===== src/rtl/uart_tx_arb_if.sv =====
// Requester-side byte handshake and TX FIFO write port of the UART transmit arbiter.
interface uart_tx_arb_if;
  logic [3:0]  req_valid;
  logic [31:0] req_data;
  logic [3:0]  req_last;
  logic [3:0]  req_ready;
  logic        fifo_full;
  logic        fifo_wr;
  logic [7:0]  fifo_data;
  logic [3:0]  grant;
  logic        busy;
  logic        overlong_err;

  modport master (
    output req_valid, req_data, req_last, fifo_full,
    input  req_ready, fifo_wr, fifo_data, grant, busy, overlong_err
  );

  modport slave (
    input  req_valid, req_data, req_last, fifo_full,
    output req_ready, fifo_wr, fifo_data, grant, busy, overlong_err
  );
endinterface


===== src/rtl/uart_tx_arb.sv =====
// Round-robin arbiter that lets one of four requesters stream a whole message into the
// UART TX FIFO, releasing on the last byte or after MAX_BURST bytes.
module uart_tx_arb #(
  parameter int MAX_BURST = 16
) (
  input logic          clk,
  input logic          reset_n,
  uart_tx_arb_if.slave bus
);
  typedef enum logic {IDLE, OWN} state_t;

  localparam logic [7:0] MAX_B = 8'(MAX_BURST);

  state_t     state_q, state_d;
  logic [1:0] owner_q, owner_d;
  logic [1:0] last_owner_q, last_owner_d;
  logic [7:0] cnt_q, cnt_d;
  logic       beat;

  // First valid requester after the previous owner, wrapping through all four.
  function automatic logic [1:0] rr_pick(input logic [3:0] v, input logic [1:0] last);
    logic [1:0] idx;
    logic [1:0] pick;
    logic       found;
    pick  = last;
    found = 1'b0;
    for (int i = 1; i <= 4; i++) begin
      idx = last + 2'(i);
      if (!found && v[idx]) begin
        pick  = idx;
        found = 1'b1;
      end
    end
    return pick;
  endfunction

  always_ff @(posedge clk) begin
    if (!reset_n) begin
      state_q      <= IDLE;
      owner_q      <= 2'd0;
      last_owner_q <= 2'd3;
      cnt_q        <= 8'd0;
    end else begin
      state_q      <= state_d;
      owner_q      <= owner_d;
      last_owner_q <= last_owner_d;
      cnt_q        <= cnt_d;
    end
  end

  always_comb begin
    state_d          = state_q;
    owner_d          = owner_q;
    last_owner_d     = last_owner_q;
    cnt_d            = cnt_q;
    beat             = 1'b0;
    bus.req_ready    = 4'b0000;
    bus.fifo_wr      = 1'b0;
    bus.fifo_data    = 8'h00;
    bus.grant        = 4'b0000;
    bus.busy         = 1'b0;
    bus.overlong_err = 1'b0;

    case (state_q)
      IDLE: begin
        if (|bus.req_valid) begin
          owner_d = rr_pick(bus.req_valid, last_owner_q);
          cnt_d   = 8'd0;
          state_d = OWN;
        end
      end
      OWN: begin
        bus.grant[owner_q] = 1'b1;
        bus.busy           = 1'b1;
        bus.fifo_data      = bus.req_data[{owner_q, 3'b000} +: 8];
        // Acceptance is suppressed during reset so an abandoned message gets no further beats.
        bus.req_ready[owner_q] = !bus.fifo_full && reset_n;
        beat        = bus.req_valid[owner_q] && !bus.fifo_full && reset_n;
        bus.fifo_wr = beat;
        if (beat) begin
          cnt_d = cnt_q + 8'd1;
          if (bus.req_last[owner_q]) begin
            state_d      = IDLE;
            last_owner_d = owner_q;
          end else if (cnt_d == MAX_B) begin
            state_d          = IDLE;
            last_owner_d     = owner_q;
            bus.overlong_err = 1'b1;
          end
        end
      end
      default: state_d = IDLE;
    endcase
  end
endmodule


===== src/flat_wrapper.sv =====
// flat-port wrapper written by rule: the top's interface ports become plain ports
module uart_tx_arb_flat 
#(
  parameter int MAX_BURST = 16
)
  (clk, reset_n, bus_req_valid, bus_req_data, bus_req_last, bus_fifo_full, bus_req_ready, bus_fifo_wr, bus_fifo_data, bus_grant, bus_busy, bus_overlong_err);
  uart_tx_arb_if bus_i ();
  input logic clk;
  input logic reset_n;
  input wire logic [$bits(bus_i.req_valid)-1:0] bus_req_valid;
  input wire logic [$bits(bus_i.req_data)-1:0] bus_req_data;
  input wire logic [$bits(bus_i.req_last)-1:0] bus_req_last;
  input wire logic [$bits(bus_i.fifo_full)-1:0] bus_fifo_full;
  output wire logic [$bits(bus_i.req_ready)-1:0] bus_req_ready;
  output wire logic [$bits(bus_i.fifo_wr)-1:0] bus_fifo_wr;
  output wire logic [$bits(bus_i.fifo_data)-1:0] bus_fifo_data;
  output wire logic [$bits(bus_i.grant)-1:0] bus_grant;
  output wire logic [$bits(bus_i.busy)-1:0] bus_busy;
  output wire logic [$bits(bus_i.overlong_err)-1:0] bus_overlong_err;
  assign bus_i.req_valid = bus_req_valid;
  assign bus_i.req_data = bus_req_data;
  assign bus_i.req_last = bus_req_last;
  assign bus_i.fifo_full = bus_fifo_full;
  assign bus_req_ready = bus_i.req_ready;
  assign bus_fifo_wr = bus_i.fifo_wr;
  assign bus_fifo_data = bus_i.fifo_data;
  assign bus_grant = bus_i.grant;
  assign bus_busy = bus_i.busy;
  assign bus_overlong_err = bus_i.overlong_err;
  uart_tx_arb #(.MAX_BURST(MAX_BURST)) u_core (.clk(clk), .reset_n(reset_n), .bus(bus_i));
endmodule

===== config.mk =====
export PLATFORM = sky130hd
export DESIGN_NAME = uart_tx_arb_flat
export DESIGN_NICKNAME = d
export VERILOG_FILES = /design/src/rtl/uart_tx_arb_if.sv /design/src/rtl/uart_tx_arb.sv /design/src/flat_wrapper.sv
export SDC_FILE = /design/constraint.sdc
export NUM_CORES = 1
export LEC_CHECK = 0
export CAP_MARGIN = 0
export CORE_MARGIN = 8
export CORE_UTILIZATION = 35
export CTS_CLUSTER_SIZE = 8
export DETAILED_ROUTE_END_ITERATION = 10
export HOLD_SLACK_MARGIN = 0.05
export PLACE_DENSITY = 0.75
export SLEW_MARGIN = 25
export SYNTH_ARGS = -nofsm -noshare
export SYNTH_HDL_FRONTEND = slang
export SYNTH_SLANG_ARGS = --single-unit

===== constraint.sdc =====
create_clock -name clk -period 1.7 [get_ports clk]
set_clock_uncertainty 0.2 [all_clocks]
set_input_delay 0.17 -clock clk [delete_from_list [all_inputs] [get_ports clk]]
set_output_delay 0.17 -clock clk [all_outputs]
set_load 0.05 [all_outputs]

==> results of run 1 <==
-- power by group through the flow --
stage,sequential (mW),clock (mW),combinational (mW)
floorplan,0.330,0,0.254
global placement,0.327,0,0.464
detailed placement,0.327,0,0.472
CTS,0.322,0.206,0.591
global route,0.325,0.228,0.651
finish,0.324,0.209,0.621
-- logic make-up after synthesis --
| logic type | after synthesis | share of synthesized area [%] |
|---|---|---|
| flops | 13 | 21.8 |
| buf+inv | 9 | 4.52 |
| simple gates | 67 | 34.5 |
| fa+ha+maj | 2 | 2.10 |
| mux | 12 | 20.7 |
| compound gates | 28 | 16.4 |
-- cells in the mapped netlist, drive strengths merged --
master / n
o211a: 1
a21boi: 7
nor2: 15
o2111ai: 1
a41o: 1
buf: 2
and4: 1
nor4: 1
and3: 4
o21a: 2
nand2: 5
a21bo: 2
ha: 2
and2: 8
mux2: 1
nand3: 7
nand3b: 7
mux4: 10
dfxtp: 13
inv: 2
dlygate4sd1: 1
nor3b: 3
a21oi: 3
nor2b: 4
nand2b: 3
nor4bb: 1
or3: 2
and3b: 1
or2b: 1
nor3: 3
a31oi: 2
o21ai: 9
clkbuf: 4
mux2i: 1
nor4b: 1
-- what timing repair did --
item,in CTS,in global routing
pin swaps,14,12
cloned,1,0
buffers inserted,11,2
setup endpoints to repair,25,30
gates resized for setup,50,19
-- tightest hold or removal path, delay by kind of cell (launching register included) --
family             cells  cell delay [ps]
AOI/OAI and AO/OA      2              160
DFF                    1              370
-- worst max-delay path by stage --
| stage | start | end | slack [ps] | cells past startpoint |
|---|---|---|---|---|
| 2_1_floorplan | u_core.owner_q[1] | bus_req_ready[2] | -230 | 3 |
| 3_3_place_gp | bus_req_valid[3] | bus_overlong_err | -330 | 7 |
| 3_5_place_dp | bus_req_valid[0] | bus_overlong_err | -360 | 7 |
| 4_1_cts | u_core.cnt_q[0] | bus_overlong_err | -350 | 6 |
| 5_1_grt | u_core.cnt_q[0] | bus_overlong_err | -430 | 6 |
| 6_report | u_core.cnt_q[1] | bus_overlong_err | -360 | 6 |
-- registers in the layout (all words and copies together), names as in the netlist --
| name | flops |
|---|---|
| u_core.cnt_q | 8 |
| u_core.last_owner_q | 2 |
| u_core.owner_q | 2 |
| u_core.state_q | 1 |
-- layout by cell type (no fill, tap or decap), drive strengths merged --
cell	count
buf	57
clkdlybuf4s50	42
nor2	15
dfxtp	13
mux4	10
o21ai	9
and2	8
nand3b	7
nand3	7
a21boi	7
nand2	5
nor2b	4
clkbuf	4
and3	4
nor3b	3
nor3	3
nand2b	3
a21oi	3
a31oi	2
or3	2
o21a	2
ha	2
inv	2
a21bo	2
and3b	1
a41o	1
nor4bb	1
nor4b	1
mux2	1
o2111ai	1
nor4	1
or2b	1
o211a	1
mux2i	1
and4	1
-- metrics by stage --
step | std cells | utilization, % | TNS (ps) | worst slack (ps) | hold WS (ps)
floorplan | 131 | - | -944 | -235 | 123
finish | 273 | 78.2 | -5040 | -363 | 357
CTS | 274 | 76.0 | -4860 | -348 | 353
global placement | 258 | 65.8 | -4670 | -326 | 305
detailed placement | 258 | 65.8 | -5700 | -363 | 319
global route | 273 | 78.2 | -6570 | -430 | 377
-- per-layer routing --
layer  routed length (µm)  part of all wire [%]  GRT usage (%)  up-vias
met5                    0                     0              0        -
met4                  110                   2.1           6.30        0
met3                  484                   9.1           8.22       13
met2                 2740                    52           35.0       67
met1                 1960                    37           18.7      717
li1                     -                     -              -      690
-- final cells by class --
class / instances / area share (%)
timing repair buffer: 99 / 43.2
sequential: 13 / 10.8
clock buffer: 4 / 1.01
multi-input combinational: 109 / 42.2
tap: 46 / 2.22
inverter: 2 / 0.580
==> flow_summary.json, run 1 <==
{
  "outcome": "finished, violations left",
  "violations": "negative setup slack",
  "die_w_um": 74.3,
  "startpoint_type": "flop",
  "clock_latency_ps": 290,
  "p_int_mw": 0.748,
  "num_rows": 21,
  "drtIter0Drc": 61,
  "reg2reg_depth": 7,
  "placed_area_mm2": 0.00218,
  "synth_top_cell_area_share_pct": 21.8,
  "place_hpwl_um": 3370,
  "slew_violations": 0,
  "ys_seq_area_share_pct": 21.8,
  "synth_area_per_cell_um2": 9.09,
  "p_per_area_mw_per_mm2": 446,
  "ir_drop_uv": 263,
  "grt_pass1_vias": 1697,
  "die_h_um": 74.3,
  "p_switching_mw": 0.407,
  "ant_nets": 0,
  "register_area_um2": 279,
  "cts_tree": "done",
  "design_power_total_mw": 1.15,
  "antenna_found_initial": 0,
  "end_kind": "output port",
  "h-tree-depth": 1,
  "worstHoldPathType": "flop to flop",
  "tightest_slew_ps": 324,
  "ys_seq_elements": 13,
  "grt_use_total_pct": 19.1,
  "num_vias": 1487,
  "synth_cell_types": 43,
  "core_mm2": 0.00331,
  "drtPass1Iterations": 4,
  "slowest_stage": "dfxtp_4",
  "pwr-share-comb_pct": 53.8,
  "synth.area.top_cells": "dfxtp_1 (22%), mux4_2 (19%), a21boi_1 (4.4%)",
  "slowest_delay_ps": 410,
  "period_minus_slack_ps": 2060,
  "fin_nets": 273,
  "postSynthCellCount": 131,
  "pwr-share-clk_pct": 18.1,
  "r2r-start": "u_core.cnt_q[1]",
  "synth_area_mm2": 0.00119,
  "diodes": 0,
  "p_seq_share_pct": 28.1,
  "fillers": 193,
  "max_clock_freq_mhz": 485,
  "multi_input_area_mm2": 0.00109,
  "cts_buffers": 3,
  "critPathBufInv": 1,
  "cp_max_fo": 6,
  "fin_area_mm2": 0.00259,
  "min-delay-start": "u_core.cnt_q[4]",
  "swShare_pct": 35.2,
  "cp.required_ps": 1330,
  "ys_warn_count": 0,
  "r2r-end": "u_core.last_owner_q[1]",
  "rsz0062_at_grt": "true",
  "final-hold-violation-count": 0,
  "grt_pass1_wl_um": 8180,
  "drt-wirelength-per-cell_um": 19.4,
  "max_slew_margin_pct": 78.4,
  "via_per_inst": 5.45,
  "worstPathCellList": "ha_4, and3_4, mux2_4, o2111ai_4, nor2_4, buf_12",
  "routed_wl_um": 5300,
  "clock_path_buffers": 2,
  "synthToLayoutAreaGrowth_pct": 117,
  "grt_max_degree": 20,
  "gp_congestion": 0.920,
  "drv_cap": 0,
  "cts_hold_buf": 0,
  "path_class": "flop to output port",
  "cts_num_sinks": 13,
  "cp_top_family": "flip-flops",
  "synth_top_area_cell": "dfxtp_1",
  "die-area_mm2": 0.00553,
  "min_to": "u_core.cnt_q[4]",
  "worst_slack_ps": -363,
  "hold_path_depth": 2,
  "drive_above_1_share_pct": 49.8,
  "drc": 0,
  "p_leak_nw": 1.01,
  "worstPathArrival_ps": 1690,
  "io_pins": 62,
  "synth_nets": 176,
  "final-setup-viol-count": 29,
  "cts_root_buf": "clkbuf_4",
  "grt-ovfl-total": 0,
  "clk_pin_slew_ps": 80,
  "finalCritPeriodShare_pct": 121,
  "port-buffer-count": 61,
  "initial_core_util_pct": 36.0,
  "rrSetupSlack_ps": -200
}
Note: power is estimated with default switching activity, not from simulation.
==> run 2, diff against run 1 <==
--- a/config.mk
+++ b/config.mk
@@ -10,8 +10,9 @@
 export CORE_UTILIZATION = 35
 export CTS_CLUSTER_SIZE = 8
 export DETAILED_ROUTE_END_ITERATION = 10
-export HOLD_SLACK_MARGIN = 0.05
+export HOLD_SLACK_MARGIN = 0.02
 export PLACE_DENSITY = 0.75
+export REMOVE_ABC_BUFFERS = 1
 export SLEW_MARGIN = 25
 export SYNTH_ARGS = -nofsm -noshare
 export SYNTH_HDL_FRONTEND = slang
==> run 2 against run 1 <==
Compared with the run above:
- the flow still finishes with violations (negative setup slack)
- combinational power shrank 6.8%
- maximum frequency is 0.62% higher
- wire length is 9.2% higher
- critical endpoint unchanged
- utilization shrank 1.9 points
- register-to-register slack worse by 140 ps
- clock-buffer cell count shrank 1
- largest power group unchanged
- worst hold slack worse by 120 ps
- critical path depth is the same
- first-iteration DRC count decreased by 23%
- global-route usage increased by 1.1 points
- clock power is 2% higher
==> flow_summary.json, run 2 (same netlist as run 1, synthesis figures left out) <==
{
  "r2r-end": "u_core.last_owner_q[1]",
  "grt_max_degree": 20,
  "synthToLayoutAreaGrowth_pct": 112,
  "outcome": "finished, violations left",
  "ant_nets": 0,
  "drtPass1Iterations": 5,
  "drtIter0Drc": 47,
  "grt-ovfl-total": 0,
  "pwr-share-comb_pct": 52.0,
  "max_slew_margin_pct": 69.7,
  "pre_cts_ws_ps": -491,
  "startpoint_type": "flop",
  "grt_pass1_wl_um": 8550,
  "drc": 0,
  "h-tree-depth": 1,
  "top_regs": "u_core.cnt_q: 8 flops, u_core.last_owner_q: 2 flops, u_core.owner_q: 2 flops",
  "rsz0062_at_grt": "true",
  "p_leak_nw": 0.974,
  "instances_no_fill": 274,
  "cts_num_sinks": 13,
  "worstHoldPathType": "input pin to flop",
  "grt_pass1_vias": 1782,
  "fillers": 234,
  "antenna_found_initial": 0,
  "fin_area_mm2": 0.00253,
  "initial_core_util_pct": 36.0,
  "r2r-start": "u_core.cnt_q[0]",
  "core_mm2": 0.00331,
  "cp_max_fo": 5,
  "regMostFlops": "u_core.cnt_q",
  "highest_layer": "met4",
  "slew_violations": 0,
  "clock_latency_ps": 290,
  "place_hpwl_um": 3730,
  "final_cell_mix": "clkdlybuf4s50_1 (40), buf_4 (30), buf_6 (11), mux4_2 (10), buf_12 (9)",
  "design_power_total_mw": 1.11,
  "rrSetupSlack_ps": -340,
  "cts_tree": "done",
  "clk_pin_slew_ps": 100,
  "routed_wl_um": 5780,
  "final-hold-violation-count": 0,
  "cts_buffers": 3,
  "fin_setup_tns_ps": -4720,
  "ir_drop_uv": 317,
  "die_h_um": 74.3,
  "final-setup-viol-count": 27,
  "end_kind": "output port",
  "worstPathArrival_ps": 1680,
  "num_rows": 21,
  "drv_cap": 0,
  "grt_use_total_pct": 20.2,
  "min_to": "u_core.last_owner_q[0]",
  "io_pins": 62,
  "die-area_mm2": 0.00553,
  "worst_slack_ps": -351,
  "cp.required_ps": 1330,
  "layout_commonest_cell": "clkdlybuf4s50_1",
  "fin_nets": 274,
  "gp_congestion": 0.888,
  "drive_above_1_share_pct": 52.2,
  "tightest_slew_ps": 453,
  "die_w_um": 74.3,
  "post-route-util_pct": 76.3,
  "cts_root_buf": "clkbuf_4",
  "clock_path_buffers": 2,
  "dp_cells": 261,
  "reg2reg_depth": 9,
  "pwr-share-clk_pct": 19.2,
  "path_class": "flop to output port",
  "p_seq_share_pct": 28.9,
  "diodes": 0,
  "finalCritPeriodShare_pct": 121,
  "num_vias": 1520,
  "wl_met2_um": 2860,
  "cts_hold_buf": 0,
  "p_int_mw": 0.711,
  "largest_reg_flops": 8,
  "drt-wirelength-per-cell_um": 21.1,
  "placed_area_mm2": 0.00211,
  "hold_path_depth": 3,
  "p_per_area_mw_per_mm2": 441,
  "violations": "negative setup slack",
  "min-delay-start": "reset_n",
  "met1Wirelength_um": 2080,
  "period_minus_slack_ps": 2050,
  "port-buffer-count": 61,
  "p_switching_mw": 0.404,
  "whs_ps": 236,
  "max_clock_freq_mhz": 488,
  "via_per_inst": 5.55,
  "swShare_pct": 36.3,
  "wl_met3_um": 739
}
-- run 2: cell types whose count changed in the layout (fill, tap and decap cells not counted), moves of 3 or more --
cell     previous run  this run
buf_4              26        30
buf_6               8        11
buf_8              11         8
nand2_4             3         0
nor2_1              8         5
nor2_2              3         6
nor3_2              0         3
-- run 2: how the worst max path moves through the flow --
stage,start,to,slack (ps),depth (start not counted)
2_1_floorplan,u_core.state_q,bus_overlong_err,-1050,5
3_3_place_gp,bus_req_valid[3],u_core.last_owner_q[1],-410,8
3_5_place_dp,bus_req_valid[3],u_core.last_owner_q[1],-490,8
4_1_cts,u_core.cnt_q[0],bus_overlong_err,-370,7
5_1_grt,u_core.cnt_q[0],bus_overlong_err,-400,6
6_report,u_core.cnt_q[0],bus_overlong_err,-350,6
-- run 2: worst max-delay path, stage by stage (launching register included) --
cell and delay (ps):
dfxtp_4 400, ha_4 150, and3_4 200, mux2_4 310
o2111ai_4 120, nor2_4 60, buf_12 140
-- run 2: layout make-up --
| class | count | area (µm²) | share of cell area (%) |
|---|---|---|---|
| Multi-Input combinational cell | 109 | 1090 | 43.0 |
| Timing Repair Buffer | 100 | 1070 | 42.2 |
| Sequential cell | 13 | 277 | 10.9 |
| Tap cell | 46 | 57.6 | 2.28 |
| Clock buffer | 3 | 22.5 | 0.891 |
| Inverter | 2 | 12.5 | 0.495 |
| Clock inverter | 1 | 5.00 | 0.198 |
-- run 2: repair_timing --
| item | in CTS | in global routing |
|---|---|---|
| setup buffers | 10 | 5 |
| setup endpoints to repair | 28 | 29 |
| pin swaps | 19 | 19 |
| gates resized for setup | 61 | 27 |
-- run 2: metal layers --
layer	vias up	track usage, %
li1	685	-
met3	12	12.0
met4	0	3.48
met2	81	37.5
met1	742	18.6
met5	-	0
-- run 2: power groups by stage --
stage / Combinational, mW / Clock, mW / Sequential, mW
after floorplan: 0.211 / 0 / 0.351
final: 0.579 / 0.213 / 0.322
after CTS: 0.539 / 0.212 / 0.321
after global routing: 0.606 / 0.235 / 0.323
after global placement: 0.455 / 0 / 0.327
after detailed placement: 0.466 / 0 / 0.328
==> run 3, diff against run 2 <==
--- a/config.mk
+++ b/config.mk
@@ -12,6 +12,7 @@
 export DETAILED_ROUTE_END_ITERATION = 10
 export HOLD_SLACK_MARGIN = 0.02
 export PLACE_DENSITY = 0.75
+export RECOVER_POWER = 50
 export REMOVE_ABC_BUFFERS = 1
 export SLEW_MARGIN = 25
 export SYNTH_ARGS = -nofsm -noshare
==> run 3 against run 2 <==
Compared with the run above:
- the flow still finishes with violations (negative setup slack)
- wire length about the same
- flip-flop and latch count unchanged
- final cell count unchanged
- global-route usage unchanged
- via count increased by 0.20%
- setup slack improved by 2.9 ps
- clock-buffer cell count unchanged
- largest cell class unchanged
==> flow_summary.json, run 3 (same netlist as run 1, synthesis figures left out) <==
{
  "largest_reg_flops": 8,
  "die_h_um": 74.3,
  "reg2reg_depth": 9,
  "cts_tree": "done",
  "cts_buffers": 3,
  "finalCritPeriodShare_pct": 120,
  "outcome": "finished, violations left",
  "cts_num_sinks": 13,
  "regMostFlops": "u_core.cnt_q",
  "ant_nets": 0,
  "p_switching_mw": 0.402,
  "rrSetupSlack_ps": -330,
  "p_int_mw": 0.709,
  "worst_slack_ps": -348,
  "port-buffer-count": 61,
  "clk_pin_slew_ps": 100,
  "die-area_mm2": 0.00553,
  "diodes": 0,
  "drive_above_1_share_pct": 52.2,
  "hold_path_depth": 3,
  "use_met2_pct": 37.5,
  "layout_commonest_cell": "clkdlybuf4s50_1",
  "slew_violations": 0,
  "synthToLayoutAreaGrowth_pct": 112,
  "num_rows": 21,
  "top_regs": "u_core.cnt_q: 8 flops, u_core.last_owner_q: 2 flops, u_core.owner_q: 2 flops",
  "pwr-share-comb_pct": 52.0,
  "cp.required_ps": 1330,
  "post-route-util_pct": 76.3,
  "cts_root_buf": "clkbuf_4",
  "period_minus_slack_ps": 2050,
  "use_met3_pct": 12.0,
  "place_hpwl_um": 3730,
  "pwr-share-clk_pct": 19.0,
  "core_mm2": 0.00331,
  "grt_use_total_pct": 20.2,
  "antenna_found_initial": 0,
  "final-hold-violation-count": 0,
  "p_seq_share_pct": 29.0,
  "violations": "negative setup slack",
  "min_to": "u_core.last_owner_q[0]",
  "grt_max_degree": 20,
  "drtIter0Drc": 49,
  "max_clock_freq_mhz": 488,
  "rsz0062_at_grt": "true",
  "drt-wirelength-per-cell_um": 21.1,
  "gp_congestion": 0.888,
  "initial_core_util_pct": 36.0,
  "h-tree-depth": 1,
  "cp_max_fo": 5,
  "r2r-start": "u_core.cnt_q[0]",
  "critPathLaunch": "u_core.cnt_q[0]",
  "r2r-end": "u_core.last_owner_q[1]",
  "cts_hold_buf": 0,
  "grt_pass1_wl_um": 8550,
  "p_leak_nw": 0.974,
  "grt_pass1_vias": 1782,
  "p_per_area_mw_per_mm2": 440,
  "clock_path_buffers": 2,
  "use_met1_pct": 18.6,
  "die_w_um": 74.3,
  "startpoint_type": "flop",
  "routed_wl_um": 5790,
  "ir_drop_uv": 317,
  "max_slew_margin_pct": 70.0,
  "clock_latency_ps": 290,
  "fin_nets": 274,
  "swShare_pct": 36.2,
  "path_class": "flop to output port",
  "end_kind": "output port",
  "drc": 0,
  "io_pins": 62,
  "worstPathArrival_ps": 1680,
  "final_cell_mix": "clkdlybuf4s50_1 (40), buf_4 (29), buf_6 (11), mux4_2 (10), buf_12 (9)",
  "min-delay-start": "reset_n",
  "fillers": 235,
  "via_per_inst": 5.56,
  "drtPass1Iterations": 6,
  "busiest_layer": "met2",
  "grt-ovfl-total": 0,
  "worstHoldPathType": "input pin to flop",
  "tightest_slew_ps": 450,
  "num_vias": 1523,
  "pre_cts_ws_ps": -491,
  "drv_cap": 0,
  "final-setup-viol-count": 30
}
[run 3: changes by cell type in the layout (fill, tap and decap cells not counted)]
cell / delta
clkbuf_2: +1
buf_4: -1
[run 3: stage by stage]
stage                     cells  hold slack (ps)  setup TNS [ps]  power (mW)  area, µm²
after floorplan             124             41.8          -12420       0.562       1150
after global placement      261              317           -5330       0.782       2110
after detailed placement    261              322           -6770       0.793       2110
after CTS                   273              228           -5240        1.07       2430
after global routing        274              256           -6890        1.16       2520
final                       274              241           -5020        1.11       2520
[run 3: final cells by class]
type	instances	area [µm²]	share of cell area (%)
multi-input cells	109	1090	43.0
repair buffers	100	1060	42.2
flip-flops and latches	13	277	11.0
well taps	46	57.6	2.28
clock buffers	3	22.5	0.892
inverters	2	12.5	0.496
clock inverters	1	5.00	0.198
[run 3: worst max-delay path by stage]
stage,to,slack (ps),cells past startpoint
finish,bus_overlong_err,-350,6
global route,bus_overlong_err,-400,6
CTS,bus_overlong_err,-370,7
detailed placement,u_core.last_owner_q[1],-490,8
global placement,u_core.last_owner_q[1],-410,8
floorplan,bus_overlong_err,-1050,5
[run 3: repair_timing]
item,in CTS,in global routing
pin swaps,19,19
setup buffers,10,5
endpoints found under the setup margin,28,29
gates resized for setup,61,27
[run 3: critical path: stages (launching register included)]
cell and delay, ps:
dfxtp_4 400, ha_4 150, and3_4 200, mux2_4 310, o2111ai_4 120, nor2_4 60
buf_12 140
[run 3: power by group through the flow]
stage                     clock network [mW]  logic [mW]  registers, mW
after floorplan                            0       0.211          0.351
after global placement                     0       0.455          0.327
after detailed placement                   0       0.466          0.328
after CTS                              0.212       0.539          0.321
after global routing                   0.235       0.605          0.323
final                                  0.212       0.578          0.322
[run 3: routing by layer]
| metal | part of all wire [%] | vias to the layer above |
|---|---|---|
| met5 | 0 | - |
| met4 | 1.6 | 0 |
| met3 | 13 | 10 |
| met2 | 50 | 86 |
| met1 | 36 | 741 |
| li1 | - | 686 |
==> variant, RTL diff (flow settings as in run 3) <==
Make the reset (`reset_n`) asynchronous in one clocked block.
--- a/src/rtl/uart_tx_arb.sv
+++ b/src/rtl/uart_tx_arb.sv
@@ -35,5 +35,5 @@
   endfunction
 
-  always_ff @(posedge clk) begin
+  always_ff @(posedge clk or negedge reset_n) begin
     if (!reset_n) begin
       state_q      <= IDLE;
Behaviour: differs if reset_n is asserted again (counterexample within 4 cycles, from zero or initial values and one cycle with reset_n low); with reset_n held inactive, the same outputs for 10 cycles.
==> variant against run 3 <==
The flow still finishes with violations (negative setup slack). Setup slack worse by 0.36 ns. Count of clock-buffer cells in the layout up 1. Largest cell class is now buffers. Cell area up 0.35%. Wire length down 1.8%. Sequential cell count unchanged. Critical endpoint unchanged. Synthesized area down 3.5%. Sequential share of layout area up 2.0 points. Cell count down 2.9%. Highest routed layer unchanged. Register-to-register slack worse by 0.18 ns. Die area down 2.7%.
Power is left out: it rests on default switching activity, and per cell area and clock period it moved more than threefold.
==> variant: results (changes against run 3) <==
| Metric | Value |
|---|---|
| Status | finished with violations (unchanged) |
| Failing checks | negative setup slack (unchanged) |
| Drt first pass iters | 4 (was 6) |
| Largest net degree at the start of global routing | 16 (was 20) |
| Final WS setup | -0.7126 ns (was -0.3479 ns) |
| Synth Area in Compound Gates | 16.76% (was 16.39%) |
| Distinct cells, synth | 36 (was 43) |
| Post-synthesis async set-or-reset flop share | 100.0% (was 0%) |
| GPL Wtd Cong | 0.8478 (was 0.8882) |
| Wire per inst | 21.36 um (was 21.12 um) |
| Layout cell share with drive strength beyond 1 | 55.91% (was 52.19%) |
| Total number of vias | 1493 (was 1523) |
| Post-synth top cells | dfrtp_1 (11), and2_1 (10), nand2_1 (9) (was dfxtp_1 (13), nor2_1 (12), mux4_2 (10), and2_1 (8)) |
| End-of-flow core utilization | 78.40% (was 76.27%) |
| Synth area leaders | dfrtp_1 (24%), mux4_1 (14%), mux4_2 (7.8%) (was dfxtp_1 (22%), mux4_2 (19%), a21boi_1 (4.4%)) |
| Final Setup Violations | 29 (was 30) |
| CTS Root Cell | clkbuf_4 (unchanged) |
| DP HPWL | 3190 um (was 3735 um) |
| Nets | 266 (was 274) |
| Synth Area in Adders | 2.176% (was 2.101%) |
| First-pass GRT wire length | 7555 um (was 8549 um) |
| Global Route Usage Sum | 18.25% (was 20.17%) |
| Post-synthesis mux area share | 24.37% (was 20.69%) |
| HP Class | reg -> reg (was in -> reg) |
| Initial DRC Count | 91 (was 49) |
| Worst-path fanout max | 3 (was 5) |
| Slew margin rel. | 51.13% (was 69.96%) |
| Top delay family on crit path | simple AND/OR/NAND/NOR gates (was flip-flops) |
| Sequential area share after synthesis | 28.51% (was 21.85%) |
| CP max-delay cell | dfrtp_1 (was dfxtp_4) |
| Vias in the first global route | 1607 (was 1782) |
| Register-to-Register Setup Slack | -0.51 ns (was -0.33 ns) |
[variant: kinds of logic (layout without fill, tap and decap cells)]
| family | Yosys count | in the layout |
|---|---|---|
| AND/OR/NAND/NOR | 46 | 46 |
| buffers and inverters | 12 | 114 |
| multiplexers | 13 | 13 |
| flip-flops | 13 | 13 |
| AO/OA/AOI/OAI | 32 | 32 |
| adder cells (fa/ha/maj) | 2 | 2 |
[variant: per-layer routing]
| layer | up-vias | GRT usage [%] | wire [um] |
|---|---|---|---|
| li1 | 643 | - | - |
| met5 | - | 0 | 0 |
| met3 | 23 | 9.413 | 657 |
| met2 | 96 | 33.76 | 2884 |
| met1 | 731 | 16.83 | 1953 |
| met4 | 0 | 5.543 | 185 |
[variant: repair_timing]
| action | in CTS | in global routing |
|---|---|---|
| pin swaps | 22 | 9 |
| setup endpoints to repair | 29 | 30 |
| hold buffers | 1 | 0 |
| gates cloned | 1 | 0 |
| buffers inserted | 8 | 7 |
| gates resized for setup | 61 | 30 |
| hold endpoints to repair | 13 | 0 |
[variant: cell type report]
type,count,share of cell area (%)
Multi-Input combinational cell,93,36.89
Tap cell,46,2.272
Timing Repair Buffer,105,45.88
Clock buffer,4,1.037
Sequential cell,13,12.99
Inverter,5,0.9383
[variant: worst paths after layout]
kind | from | to | cells past startpoint
worst max-delay path | u_core.cnt_q[0] | bus_overlong_err | 6
worst min-delay path | u_core.cnt_q[5] | u_core.cnt_q[5] | 1
worst max register to register | u_core.cnt_q[0] | u_core.last_owner_q[1] | 8
worst min register to register | u_core.cnt_q[5] | u_core.cnt_q[5] | 1
max in group asynchronous | reset_n | u_core.owner_q[0] | 3
min in group asynchronous | reset_n | u_core.cnt_q[2] | 3
[variant: stage by stage]
step | std cells | setup slack, ns | hold slack [ns] | instance area [sq um] | TNS, ns
floorplan | 111 | -1.128 | -0.3256 | 1114 | -10.99
global placement | 247 | -0.3780 | 0.2949 | 2102 | -5.300
detailed placement | 247 | -0.4186 | 0.3093 | 2102 | -6.080
CTS | 261 | -0.5882 | 0.3192 | 2372 | -7.130
global route | 266 | -0.7679 | 0.3869 | 2534 | -10.50
finish | 266 | -0.7126 | 0.3741 | 2534 | -9.150
